## src/rtl/usb_bridge_pkg.sv

```systemverilog
// Shared types for the FT232H synchronous-245 FIFO bridge: one-hot FSM states,
// grant side, and a counter-width helper.
package usb_bridge_pkg;

    typedef enum logic [3:0] {
        StIdle = 4'b0001,
        StRdOe = 4'b0010,
        StRd   = 4'b0100,
        StWr   = 4'b1000
    } state_e;

    typedef enum logic {
        GrantRx = 1'b0,
        GrantTx = 1'b1
    } grant_e;

    // Bits needed to hold 0..max_val, never less than one.
    function automatic int unsigned cnt_width(input int unsigned max_val);
        return (max_val == 0) ? 1 : $clog2(max_val + 1);
    endfunction

endpackage

```

## src/rtl/usb_siwu_timer.sv

```systemverilog
// Send-immediate timer: after a write episode, counts idle cycles with the TX FIFO
// empty and pulses siwu_n low for one cycle when the count reaches IDLE_CYCLES.
module usb_siwu_timer
    import usb_bridge_pkg::*;
#(
    parameter int unsigned IDLE_CYCLES = 16
) (
    input  logic usb_clk_60m,
    input  logic rst_n,
    input  logic write,
    input  logic idle,
    input  logic tx_empty,
    output logic siwu_n
);

    localparam int unsigned CW = cnt_width(IDLE_CYCLES);
    localparam logic [CW-1:0] LIMIT = CW'(IDLE_CYCLES);

    logic          armed_q, armed_d;
    logic          pulse_q, pulse_d;
    logic [CW-1:0] cnt_q, cnt_d;

    always_comb begin
        armed_d = armed_q;
        cnt_d   = cnt_q;
        pulse_d = 1'b0;
        if (write) begin
            armed_d = 1'b1;
            cnt_d   = '0;
        end else if (armed_q) begin
            if (idle && tx_empty) begin
                cnt_d = cnt_q + 1'b1;
                // One pulse per episode: disarm until the next write.
                if (cnt_d == LIMIT) begin
                    pulse_d = 1'b1;
                    armed_d = 1'b0;
                    cnt_d   = '0;
                end
            end else begin
                cnt_d = '0;
            end
        end
    end

    always_ff @(posedge usb_clk_60m or negedge rst_n) begin
        if (!rst_n) begin
            armed_q <= 1'b0;
            pulse_q <= 1'b0;
            cnt_q   <= '0;
        end else begin
            armed_q <= armed_d;
            pulse_q <= pulse_d;
            cnt_q   <= cnt_d;
        end
    end

    assign siwu_n = !pulse_q;

endmodule

```

## src/rtl/usb_fifo_bridge.sv

```systemverilog
// FT232H synchronous-245 bridge between the USB pads and local RX/TX FIFOs, with
// round-robin bounded bursts. Define USB_SIWU_EN to build the send-immediate timer.
module usb_fifo_bridge
    import usb_bridge_pkg::*;
#(
    parameter int unsigned DATA_W    = 8,
    parameter int unsigned BURST_MAX = 64,
    parameter int unsigned CNT_W     = 32,
    parameter int unsigned SIWU_IDLE = 16
) (
    input  logic              usb_clk_60m,
    input  logic              rst_n,
    input  logic              usb_rxf_n,
    input  logic              usb_txe_n,
    output logic              usb_oe_n,
    output logic              usb_rd_n,
    output logic              usb_wr_n,
    output logic              usb_siwu_n,
    input  logic [DATA_W-1:0] usb_data_i,
    output logic [DATA_W-1:0] usb_data_o,
    output logic              usb_data_oe,
    output logic              rx_wr_en,
    output logic [DATA_W-1:0] rx_data,
    input  logic              rx_full,
    output logic              tx_rd_en,
    input  logic [DATA_W-1:0] tx_data,
    input  logic              tx_empty,
    output logic [CNT_W-1:0]  rx_byte_cnt,
    output logic [CNT_W-1:0]  tx_byte_cnt,
    output logic              busy
);

    localparam int unsigned BURST_W = cnt_width(BURST_MAX);
    localparam logic [BURST_W-1:0] BURST_LIM = BURST_W'(BURST_MAX);

    state_e             state_q, state_d;
    grant_e             last_grant_q, last_grant_d;
    logic [BURST_W-1:0] burst_cnt_q, burst_cnt_d;
    logic [CNT_W-1:0]   rx_cnt_q, tx_cnt_q;
    logic               rx_req, tx_req, burst_ok, burst_end, rd_xfer, wr_xfer;

    assign rx_req   = !usb_rxf_n && !rx_full;
    assign tx_req   = !usb_txe_n && !tx_empty;
    assign burst_ok = (BURST_MAX == 0) || (burst_cnt_q < BURST_LIM);
    assign rd_xfer  = !usb_rd_n && !usb_rxf_n;
    assign wr_xfer  = !usb_wr_n && !usb_txe_n;
    // Leave on the transfer that reaches the limit, so a burst never idles in-state.
    assign burst_end = (BURST_MAX != 0) &&
                       (!burst_ok || ((rd_xfer || wr_xfer) && burst_cnt_q == BURST_LIM - 1'b1));

    always_ff @(posedge usb_clk_60m or negedge rst_n) begin
        if (!rst_n) begin
            state_q      <= StIdle;
            last_grant_q <= GrantTx;
            burst_cnt_q  <= '0;
        end else begin
            state_q      <= state_d;
            last_grant_q <= last_grant_d;
            burst_cnt_q  <= burst_cnt_d;
        end
    end

    always_comb begin
        state_d      = state_q;
        last_grant_d = last_grant_q;
        burst_cnt_d  = burst_cnt_q;
        if ((rd_xfer || wr_xfer) && (BURST_MAX != 0)) begin
            burst_cnt_d = burst_cnt_q + 1'b1;
        end
        unique case (state_q)
            StIdle: begin
                if (rx_req && (!tx_req || last_grant_q == GrantTx)) begin
                    state_d      = StRdOe;
                    last_grant_d = GrantRx;
                    burst_cnt_d  = '0;
                end else if (tx_req) begin
                    state_d      = StWr;
                    last_grant_d = GrantTx;
                    burst_cnt_d  = '0;
                end
            end
            StRdOe: state_d = StRd;
            StRd: begin
                if (usb_rxf_n || rx_full || burst_end) state_d = StIdle;
            end
            StWr: begin
                if (usb_txe_n || tx_empty || burst_end) state_d = StIdle;
            end
            default: state_d = StIdle;
        endcase
    end

    // Strobes stay combinational on the registered flags so a full/empty stops them at once.
    always_comb begin
        usb_oe_n    = 1'b1;
        usb_rd_n    = 1'b1;
        usb_wr_n    = 1'b1;
        usb_data_oe = 1'b0;
        unique case (state_q)
            StRdOe: usb_oe_n = 1'b0;
            StRd: begin
                usb_oe_n = 1'b0;
                usb_rd_n = !(!rx_full && burst_ok);
            end
            StWr: begin
                usb_wr_n    = !(!tx_empty && burst_ok);
                usb_data_oe = 1'b1;
            end
            default: ;
        endcase
    end

    always_ff @(posedge usb_clk_60m or negedge rst_n) begin
        if (!rst_n) begin
            rx_cnt_q <= '0;
            tx_cnt_q <= '0;
        end else begin
            if (rd_xfer) rx_cnt_q <= rx_cnt_q + 1'b1;
            if (wr_xfer) tx_cnt_q <= tx_cnt_q + 1'b1;
        end
    end

    assign rx_wr_en    = rd_xfer;
    assign rx_data     = usb_data_i;
    assign tx_rd_en    = wr_xfer;
    assign usb_data_o  = tx_data;
    assign rx_byte_cnt = rx_cnt_q;
    assign tx_byte_cnt = tx_cnt_q;
    assign busy        = (state_q != StIdle);

`ifdef USB_SIWU_EN
    usb_siwu_timer #(
        .IDLE_CYCLES(SIWU_IDLE)
    ) u_siwu_timer (
        .usb_clk_60m(usb_clk_60m),
        .rst_n      (rst_n),
        .write      (wr_xfer),
        .idle       (state_q == StIdle),
        .tx_empty   (tx_empty),
        .siwu_n     (usb_siwu_n)
    );
`else
    assign usb_siwu_n = 1'b1;
`endif

endmodule
```

## config.mk

```make
export PLATFORM = sky130hd
export DESIGN_NAME = usb_fifo_bridge
export DESIGN_NICKNAME = d
export VERILOG_FILES = /design/src/rtl/usb_bridge_pkg.sv /design/src/rtl/usb_siwu_timer.sv /design/src/rtl/usb_fifo_bridge.sv
export SDC_FILE = /design/constraint.sdc
export NUM_CORES = 1
export LEC_CHECK = 0
export CORE_UTILIZATION = 65
export DETAILED_ROUTE_END_ITERATION = 16
export DONT_BUFFER_PORTS = 1
export PLACE_DENSITY = 0.81
export SLEW_MARGIN = 15
export SYNTH_ARGS = -nofsm -noshare
export SYNTH_HDL_FRONTEND = slang
export SYNTH_SLANG_ARGS = --single-unit
```

## constraint.sdc

```tcl
create_clock -name usb_clk_60m -period 3.8 [get_ports usb_clk_60m]
set_input_delay 1.14 -clock usb_clk_60m [delete_from_list [all_inputs] [get_ports usb_clk_60m]]
set_output_delay 1.14 -clock usb_clk_60m [all_outputs]
set_load 0.01 [all_outputs]
```

==> results of run 1 <==
[routing by layer]
metal  GRT usage [%]  vias to the layer above  wire [µm]
met5               0                        -          0
met1            34.4                     1230       3100
met2            39.6                      100       3480
li1                -                     1210          -
met3            8.26                       12        646
met4            11.1                        0        108
[flip-flops by register name, indices dropped and copies added (netlist names)]
signal	flops
last_grant_q	1
state_q	4
burst_cnt_q	7
rx_byte_cnt	32
tx_byte_cnt	32
[power by group through the flow]
stage | Combinational [mW] | Sequential [mW] | Clock, mW
global route | 0.159 | 0.915 | 0.706
global placement | 0.137 | 0.920 | 0
finish | 0.141 | 0.906 | 0.657
floorplan | 0.144 | 0.906 | 0
CTS | 0.142 | 0.906 | 0.670
detailed placement | 0.143 | 0.922 | 0
[path summary, 6_finish.rpt]
kind                           startpoint         endpoint  slack (ps)  cells after the start
max                               rx_full         rx_wr_en         530                      2
min                                 rst_n  rx_byte_cnt[29]         490                      0
max reg2reg                    state_q[1]  tx_byte_cnt[27]        1370                      4
min reg2reg                burst_cnt_q[4]   burst_cnt_q[4]         510                      1
max in group asynchronous           rst_n       state_q[0]        3120                      0
min in group usb_clk_60m   burst_cnt_q[4]   burst_cnt_q[4]         510                      1
[layout make-up]
| class | instances | area [µm²] | share of cell area [%] |
|---|---|---|---|
| flip-flops and latches | 76 | 1900 | 48.1 |
| multi-input cells | 242 | 1690 | 42.6 |
| clock buffers | 13 | 179 | 4.52 |
| well taps | 72 | 90.1 | 2.28 |
| clock inverters | 3 | 42.5 | 1.08 |
| inverters | 8 | 30.0 | 0.759 |
| repair buffers | 3 | 22.5 | 0.569 |
[stage by stage]
stage	instance area [µm²]	hold WS [ps]	utilization, %
global placement	3730	480	67.0
global route	3960	466	71.0
floorplan	3800	443	-
CTS	3960	477	71.0
detailed placement	3730	493	67.0
finish	3960	490	71.0
[logic make-up after synthesis]
group           share of synthesized area (%)
mux                                     0.856
xor+xnor                                 15.2
compound gates                           3.19
fa+ha+maj                               0.988
other cells                            0.0987
simple gates                             24.0
flops                                    50.1
buf+inv                                  5.53
[cell usage in the layout (no fill, tap or decap), types with 2 or more instances in the layout]
cell type / Yosys / layout
nor4_2: 2 / 2
nor3_1: 17 / 17
buf_4: 19 / 3
dfstp_2: 2 / 2
clkbuf_8: 0 / 13
and3_1: 14 / 14
dfrtp_1: 74 / 74
ha_1: 3 / 3
nor4_4: 2 / 2
nand3_1: 22 / 22
nor4_1: 2 / 2
nor2b_1: 3 / 3
nor2_1: 18 / 18
o2111ai_1: 2 / 2
nor4b_2: 2 / 2
nand2_1: 20 / 20
nor4b_1: 3 / 3
o22ai_1: 2 / 2
nand4_1: 25 / 25
mux2_2: 2 / 2
a21oi_1: 3 / 3
inv_1: 8 / 8
and2_1: 4 / 4
xor2_1: 24 / 24
xnor2_1: 42 / 42
and4_1: 8 / 8
==> metrics.md, run 1 <==
| Metric | Value |
|---|---|
| Synthesized cell area | `roughly 3800 µm²` |
| Seq/Total Area, Yosys | `about 50%` |
| Chip width | `78.5 µm` |
| Sequential share of power | `53.2%` |
| Port bufs | `0` |
| Vias in the first global route | `2551` |
| Worst Setup Start Kind | `primary input` |
| All-layer global routing usage | `between 20% and 30%` |
| Insertion delay to the later sink of the worst-skew pair | `approximately 340 ps` |
| F_max | `approximately 0.3 GHz` |
| HP Class | `in2async` |
| Clock share of power | `just under 40%` |
| Power per Cell Area | `between 400 and 500 nW/µm²` |
| Hold Fails Final Rpt | `0` |
| DRT antenna net count | `0` |
| Int Pwr | `1.28 mW` |
| Setup TNS | `0 ps` |
| Reported net switching power | `0.425 mW` |
| Initial antenna violation count | `0` |
| Non-Filler Instances | `417` |
| Hold buffer count at CTS | `0` |
| Crit-path cells | `or4b_1 -> nor2_1` |
| Antenna fix cells | `0` |
| Die ar. | `~6200 µm²` |
| Post-cts gate resize count | `0` |
| Post-CTS setup buffer count | `0` |
| Yosys reg bits | `76` |
| Top-count cell post-synth | `dfrtp_1` |
| Vias | `between 2000 and 3000` |
| Unrepaired setup endpoints after global routing | `no` |
| Largest net degree at the start of global routing | `77` |
| Syn avg cell area | `about 11 µm²` |
| Post-place setup slack | `about 540 ps` |
| VDD IR max | `approximately 0.33 mV` |
| Pins Over Slew Limit | `0` |
| Post-Synthesis Cells | `352` |
| Initial core utilization | `around two thirds` |
| TritonCTS clock tree | `built` |
| Pre-antenna DRT Iters | `4` |
| CP required | `between 2000 and 3000 ps` |
| Comb power frac | `8.3%` |
| Vias per Instance | `~6.1` |
| Syn-to-layout area delta | `4.05%` |
| NumNets Final | `365` |
| Die Y | `roughly 78 µm` |
| Slew headroom | `about 45%` |
| Static Leak | `~1.8 nW` |
| Synth area leader | `dfrtp_1` |
| Setup violators final | `0` |
| Yosys top cell area share | `between 40% and 50%` |
| # fillers | `~420` |
| Row count | `27` |
| Cell family with most CP delay | `simple AND/OR/NAND/NOR gates` |
| Synth cell count leaders | `74 x dfrtp_1, 42 x xnor2_1, 25 x nand4_1` |
| Critical path class | `in2out` |
| Critical path's slowest cell | `or4b_1` |
| Sw Share | `24.9%` |
| Async set-reset flop share out of synthesis | `100%` |
| H-tree levels | `3` |
| # DRC | `0` |
| Clock tree sinks | `76` |
| Final worst setup slack | `approximately 530 ps` |
| Clk root buf | `clkbuf_8` |
| Syn Nets | `approximately 380` |
| DR iter-0 viols | `128` |
| Total Wirelength | `7.34 mm` |
| CP Capture Type | `primary output` |
| Status | `complete, no violations` |
| Synth Warn # | `0` |
| Distinct cells, synth | `50` |
| Top post-synthesis cells by area | `dfrtp_1 49%, xnor2_1 9.7%, xor2_1 5.5%` |
| Layout cells sized above 1 | `approximately 9.3%` |
| GRT overflow | `0` |
| First-pass GRT wire length | `12.4 mm` |
| Clk slew on worst S/H paths | `~80 ps` |
| Clock Tree Buf Depth | `2` |
| DP Wirelength | `5.13 mm` |
| IO Count | `110` |
| Power Total | `approximately 1.7 mW` |
| Final Cycle Share | `86.2%` |
| Max stage delay on crit path | `between 500 and 600 ps` |
| Most used DFF post-synth | `dfrtp_1` |
| Slew @ Worst Pin | `between 800 and 900 ps` |
| WP data arrival | `roughly 2100 ps` |
| Worst Path Max Fanout | `5` |
| GP Congestion | `a little under 0.8` |
| EDFF count, synth | `0` |
| Wire length per cell | `between 15 and 20 µm` |
| Core area | `~5600 µm²` |
| Min Tclk post-route | `between 3000 and 4000 ps` |
| Placed instance count | `around 400` |
| CTS Buf Count | `9` |
| Max cap viols | `0` |
| Buf/Inv on CP | `0` |
| Clock Skews | `just over 7 ps` |
(Power assumes the default switching activity.)
==> run 2: changes to the inputs <==
--- a/config.mk
+++ b/config.mk
@@ -8,7 +8,7 @@
 export CORE_UTILIZATION = 65
 export DETAILED_ROUTE_END_ITERATION = 16
 export DONT_BUFFER_PORTS = 1
-export PLACE_DENSITY = 0.81
+export PLACE_DENSITY = 0.89
 export SLEW_MARGIN = 15
 export SYNTH_ARGS = -nofsm -noshare
 export SYNTH_HDL_FRONTEND = slang
==> run 2 against run 1 <==
Compared with the run above:
- non-clock buffer count unchanged
- wire length up 0.98%
- fmax about the same
- cell count unchanged
- clock skew down 2.9 ps
- flip-flop and latch count unchanged
- sequential share of layout area up 0.37 points
- final area down 0.76%
- sequential power about the same
- setup slack worse by 2.5 ps
- first-iteration DRC count up 3.9%
- via count up 0.94%
- critical path type unchanged
- critical endpoint unchanged
- largest cell class unchanged
==> metrics.md, run 2 (synthesis gave the netlist of run 1 again) <==
| Metric | Value |
|---|---|
| End of the worst register-to-register path | `tx_byte_cnt[27] (unchanged)` |
| First-pass GRT wire length | `12.6 mm (was 12.4 mm)` |
| Clk root buf | `clkbuf_8 (unchanged)` |
| Antenna fix cells | `0 (unchanged)` |
| Slew @ Worst Pin | `831 ps (was 808 ps)` |
| Final Cycle Share | `86.2% (about the same)` |
| Vias | `2576 (was 2552)` |
| Placed instance count | `401 (unchanged)` |
| Hold Fails Final Rpt | `0 (unchanged)` |
| WP data arrival | `2140 ps (was 2130 ps)` |
| Non-Filler Instances | `417 (unchanged)` |
| DR iter-0 viols | `133 (was 128)` |
| HP Class | `in2async (unchanged)` |
| Cell count along the critical path | `2 (unchanged)` |
| DP Wirelength | `5.19 mm (was 5.13 mm)` |
| Initial core utilization | `68.2% (unchanged)` |
| Area after DPL | `3730 µm² (unchanged)` |
| Port bufs | `0 (unchanged)` |
| GP Congestion | `0.854 (was 0.790)` |
| R2R setup slack | `1430 ps (was 1370 ps)` |
| Vias per Instance | `6.18 (was 6.12)` |
| TritonCTS clock tree | `built (unchanged)` |
| F_max | `0.305 GHz (about the same)` |
| Setup TNS | `0 ps (unchanged)` |
| Max cap viols | `0 (unchanged)` |
| Status | `complete, no violations (unchanged)` |
| Setup violators final | `0 (unchanged)` |
| Core area | `5570 µm² (unchanged)` |
| H-tree levels | `3 (unchanged)` |
| Worst Path Max Fanout | `5 (unchanged)` |
| DRT antenna net count | `0 (unchanged)` |
| Die Y | `78.5 µm (unchanged)` |
| CTS Buf Count | `9 (unchanged)` |
| Final worst setup slack | `524 ps (was 526 ps)` |
| Critical path class | `in2out (unchanged)` |
| Clock tree sinks | `76 (unchanged)` |
| Post-place setup slack | `528 ps (was 537 ps)` |
| Critical path's slowest cell | `or4b_1 (unchanged)` |
| Static Leak | `1.80 nW (was 1.82 nW)` |
| Most frequent cells in the layout | `74 x dfrtp_1, 42 x xnor2_1, 25 x nand4_1 (unchanged)` |
| CP required | `2660 ps (about the same)` |
| Largest net degree at the start of global routing | `77 (unchanged)` |
| Commonest non-fill, non-tap cell in the layout | `dfrtp_1 (unchanged)` |
| Design Area, Final | `3930 µm² (was 3960 µm²)` |
| Power per Cell Area | `420 nW/µm² (was 431 nW/µm²)` |
| Pins Over Slew Limit | `0 (unchanged)` |
| GRT overflow | `0 (unchanged)` |
| Layout cells sized above 1 | `8.99% (was 9.28%)` |
| Crit-path cells | `or4b_1 -> nor2_1 (unchanged)` |
| Final core utilization | `70.4% (was 71.0%)` |
| Clock Tree Buf Depth | `2 (unchanged)` |
| Clock Skews | `4.31 ps (was 7.22 ps)` |
| CP Launch Point | `rx_full (unchanged)` |
| Chip width | `78.5 µm (unchanged)` |
| Slew headroom | `44.2% (was 45.3%)` |
| Insertion delay to the later sink of the worst-skew pair | `350 ps (was 340 ps)` |
| Post-cts gate resize count | `0 (unchanged)` |
| Syn-to-layout area delta | `3.26% (was 4.05%)` |
| IO Count | `110 (unchanged)` |
| Row count | `27 (unchanged)` |
| Cell family with most CP delay | `simple AND/OR/NAND/NOR gates (unchanged)` |
| Die ar. | `6160 µm² (unchanged)` |
| Hold buffer count at CTS | `0 (unchanged)` |
| Total Wirelength | `7.41 mm (was 7.34 mm)` |
| Vias in the first global route | `2628 (was 2551)` |
| NumNets Final | `365 (unchanged)` |
| Initial antenna violation count | `0 (unchanged)` |
| R2r startpoint | `state_q[1] (unchanged)` |
| Unrepaired setup endpoints after global routing | `no (unchanged)` |
| Pre-antenna DRT Iters | `4 (unchanged)` |
| VDD IR max | `0.292 mV (was 0.334 mV)` |
| Worst R2R Path Depth | `4 (unchanged)` |
| CP Capture Type | `primary output (unchanged)` |
| # DRC | `0 (unchanged)` |
| Clk slew on worst S/H paths | `80 ps (about the same)` |
| All-layer global routing usage | `26.6% (was 26.1%)` |
| Wire length per cell | `17.8 µm (was 17.6 µm)` |
| Buf/Inv on CP | `0 (unchanged)` |
| Crit path to | `rx_wr_en (unchanged)` |
| Post-CTS setup buffer count | `0 (unchanged)` |
| Worst Setup Start Kind | `primary input (unchanged)` |
| Max stage delay on crit path | `570 ps (was 560 ps)` |
| Min Tclk post-route | `3280 ps (was 3270 ps)` |
[run 2: changes by cell type in the layout (fill, tap and decap cells not counted), sizes merged]
cell,previous run,this run
clkbuf,13,10
clkinv,1,2
clkinvlp,1,2
inv,8,9
[run 2: power by group]
group	switching [mW]	total, mW	internal [mW]	leakage [nW]
sequential	0.0581	0.906	0.848	1.02
clock	0.294	0.598	0.303	0.0927
combinational	0.0889	0.146	0.0569	0.690
total	0.441	1.65	1.21	1.80
[run 2: per-stage QoR]
stage               hold WS [ps]  power [mW]
floorplan                    443        1.05
global placement             473        1.06
detailed placement           478        1.07
CTS                          472        1.65
global route                 456        1.72
finish                       478        1.65
[run 2: how the worst min path moves through the flow]
| stage | endpoint | slack [ps] | depth (start not counted) |
|---|---|---|---|
| after detailed placement | burst_cnt_q[4] | 480 | 1 |
| after floorplan | burst_cnt_q[4] | 440 | 1 |
| after global routing | rx_byte_cnt[11] | 460 | 0 |
| final | rx_byte_cnt[11] | 480 | 0 |
| after global placement | burst_cnt_q[4] | 470 | 1 |
| after CTS | tx_byte_cnt[0] | 470 | 0 |
[run 2: layout make-up]
cell class              instances  area (µm²)
flip-flops and latches         76        1900
multi-input cells             242        1690
fillers                       419        1650
clock buffers                  10         128
well taps                      72        90.1
clock inverters                 6        63.8
inverters                       8        30.0
repair buffers                  3        22.5
[run 2: per-layer routing]
layer / track usage, % / vias to the layer above / share of wire [%]
met5: 0 / - / 0
met4: 10.7 / 0 / 1.3
met3: 9.42 / 10 / 8.1
met2: 43.0 / 93 / 49
met1: 32.4 / 1257 / 42
li1: - / 1216 / -
==> run 3: changes to the inputs <==
--- a/config.mk
+++ b/config.mk
@@ -6,10 +6,11 @@
 export NUM_CORES = 1
 export LEC_CHECK = 0
 export CORE_UTILIZATION = 65
+export CTS_BUF_LIST = sky130_fd_sc_hd__clkbuf_8
 export DETAILED_ROUTE_END_ITERATION = 16
 export DONT_BUFFER_PORTS = 1
 export PLACE_DENSITY = 0.89
-export SLEW_MARGIN = 15
+export SLEW_MARGIN = 20
 export SYNTH_ARGS = -nofsm -noshare
 export SYNTH_HDL_FRONTEND = slang
 export SYNTH_SLANG_ARGS = --single-unit
==> run 3 against run 2 <==
Compared with the run above:
- sequential share of layout area did not move
- fmax did not move
- clock power barely moved
- global-route usage did not move
- non-clock buffer count did not move
- clock-buffer cell count fell by 1
- flip-flop and latch count did not move
- worst hold slack did not move
- setup slack did not move
- first-iteration DRC count fell by 2.3%
- register-to-register slack barely moved
- critical endpoint unchanged
==> metrics.md, run 3 (synthesis gave the netlist of run 1 again) <==
| Metric | Value |
|---|---|
| Status | `complete, no violations (unchanged)` |
| Slew headroom | `44.2% (about the same)` |
| Antenna fix cells | `0 (unchanged)` |
| Worst Path Max Fanout | `5 (unchanged)` |
| Total Wirelength | `7.40 mm (was 7.41 mm)` |
| CP Capture Type | `primary output (unchanged)` |
| Setup TNS | `0 ps (unchanged)` |
| Reported net switching power | `0.440 mW (was 0.441 mW)` |
| Port bufs | `0 (unchanged)` |
| Chip width | `78.5 µm (unchanged)` |
| R2R setup slack | `1420 ps (was 1430 ps)` |
| Buf/Inv on CP | `0 (unchanged)` |
| GP Congestion | `0.854 (unchanged)` |
| Clk slew on worst S/H paths | `80 ps (about the same)` |
| Unrepaired setup endpoints after global routing | `no (unchanged)` |
| Clock Skews | `4.31 ps (about the same)` |
| Sequential share of power | `55.0% (was 54.9%)` |
| Clk root buf | `clkbuf_8 (unchanged)` |
| Hold Fails Final Rpt | `0 (unchanged)` |
| Commonest non-fill, non-tap cell in the layout | `dfrtp_1 (unchanged)` |
| Comb power frac | `8.8% (about the same)` |
| Syn-to-layout area delta | `3.26% (unchanged)` |
| Cell family with most CP delay | `simple AND/OR/NAND/NOR gates (unchanged)` |
| First-pass GRT wire length | `12.6 mm (unchanged)` |
| Clock Tree Buf Depth | `2 (unchanged)` |
| Worst R2R Path Depth | `4 (unchanged)` |
| Initial core utilization | `68.2% (unchanged)` |
| Post-CTS setup buffer count | `0 (unchanged)` |
| Vias | `2573 (was 2576)` |
| Int Pwr | `1.21 mW (about the same)` |
| Max cap viols | `0 (unchanged)` |
| GRT overflow | `0 (unchanged)` |
| Largest net degree at the start of global routing | `77 (unchanged)` |
| Vias per Instance | `6.17 (was 6.18)` |
| F_max | `0.305 GHz (unchanged)` |
| Vias in the first global route | `2628 (unchanged)` |
| Clock share of power | `36.1% (was 36.2%)` |
| DR iter-0 viols | `130 (was 133)` |
| Placed instance count | `401 (unchanged)` |
| Power Total | `1.65 mW (about the same)` |
| Worst Setup Start Kind | `primary input (unchanged)` |
| Max stage delay on crit path | `570 ps (about the same)` |
| Cell count along the critical path | `2 (unchanged)` |
| Clock tree sinks | `76 (unchanged)` |
| Most frequent cells in the layout | `74 x dfrtp_1, 42 x xnor2_1, 25 x nand4_1 (unchanged)` |
| NumNets Final | `365 (unchanged)` |
| Die Y | `78.5 µm (unchanged)` |
| Final core utilization | `70.4% (unchanged)` |
| Slew @ Worst Pin | `831 ps (about the same)` |
| WP data arrival | `2140 ps (about the same)` |
| Critical path's slowest cell | `or4b_1 (unchanged)` |
| Row count | `27 (unchanged)` |
| Setup violators final | `0 (unchanged)` |
| Crit-path cells | `or4b_1 -> nor2_1 (unchanged)` |
| Insertion delay to the later sink of the worst-skew pair | `350 ps (about the same)` |
| Hold buffer count at CTS | `0 (unchanged)` |
| Wire length per cell | `17.8 µm (about the same)` |
| Initial antenna violation count | `0 (unchanged)` |
| Min Tclk post-route | `3280 ps (unchanged)` |
| All-layer global routing usage | `26.6% (unchanged)` |
| Core area | `5570 µm² (unchanged)` |
| DRT antenna net count | `0 (unchanged)` |
| # DRC | `0 (unchanged)` |
| CP required | `2660 ps (about the same)` |
| DP Wirelength | `5.19 mm (unchanged)` |
| H-tree levels | `3 (unchanged)` |
| Sw Share | `26.8% (about the same)` |
| VDD IR max | `0.293 mV (was 0.292 mV)` |
| Static Leak | `1.81 nW (was 1.80 nW)` |
| Layout cells sized above 1 | `8.99% (unchanged)` |
| CTS Buf Count | `9 (unchanged)` |
| Pre-antenna DRT Iters | `4 (unchanged)` |
| Critical path class | `in2out (unchanged)` |
| Power per Cell Area | `419 nW/µm² (was 420 nW/µm²)` |
| End of the worst register-to-register path | `tx_byte_cnt[27] (unchanged)` |
| TritonCTS clock tree | `built (unchanged)` |
| HP Class | `in2async (unchanged)` |
| Final Cycle Share | `86.2% (unchanged)` |
| R2r startpoint | `state_q[1] (unchanged)` |
| IO Count | `110 (unchanged)` |
| Die ar. | `6160 µm² (unchanged)` |
| Non-Filler Instances | `417 (unchanged)` |
| Post-cts gate resize count | `0 (unchanged)` |
| Pins Over Slew Limit | `0 (unchanged)` |
[run 3: changes by cell type in the layout (fill, tap and decap cells not counted), sizes merged]
cell / before / now
clkbuf: 10 / 9
inv: 9 / 10
[run 3: layout make-up]
type / instances / area, µm²
inverters: 8 / 30.0
clock inverters: 7 / 67.6
repair buffers: 3 / 22.5
multi-input cells: 242 / 1690
well taps: 72 / 90.1
flip-flops and latches: 76 / 1900
fillers: 419 / 1650
clock buffers: 9 / 124
[run 3: worst max-delay path by stage]
stage | end | start
after CTS | rx_wr_en | rx_full
after detailed placement | rx_wr_en | rx_full
after global placement | rx_wr_en | rx_full
after global routing | rx_wr_en | rx_full
after floorplan | rx_wr_en | rx_full
final | rx_wr_en | rx_full
[run 3: stage by stage]
| step | setup slack (ps) | instance area (µm²) | hold slack, ps |
|---|---|---|---|
| 6_report | 524 | 3930 | 478 |
| 5_1_grt | 483 | 3930 | 456 |
| 3_3_place_gp | 580 | 3730 | 473 |
| 4_1_cts | 527 | 3930 | 472 |
| 2_1_floorplan | 621 | 3800 | 443 |
| 3_5_place_dp | 528 | 3730 | 478 |
[run 3: per-layer routing]
metal | share of wire, % | up-vias | track usage [%]
li1 | - | 1213 | -
met1 | 42 | 1257 | 32.4
met2 | 49 | 92 | 43.0
met3 | 8.0 | 11 | 9.42
met4 | 1.3 | 0 | 10.7
met5 | 0 | - | 0
[run 3: power by group through the flow]
stage	registers (mW)	logic (mW)	clock network, mW
after floorplan	0.906	0.144	0
after global placement	0.919	0.137	0
after detailed placement	0.922	0.144	0
after CTS	0.906	0.145	0.600
after global routing	0.916	0.162	0.639
final	0.906	0.145	0.595
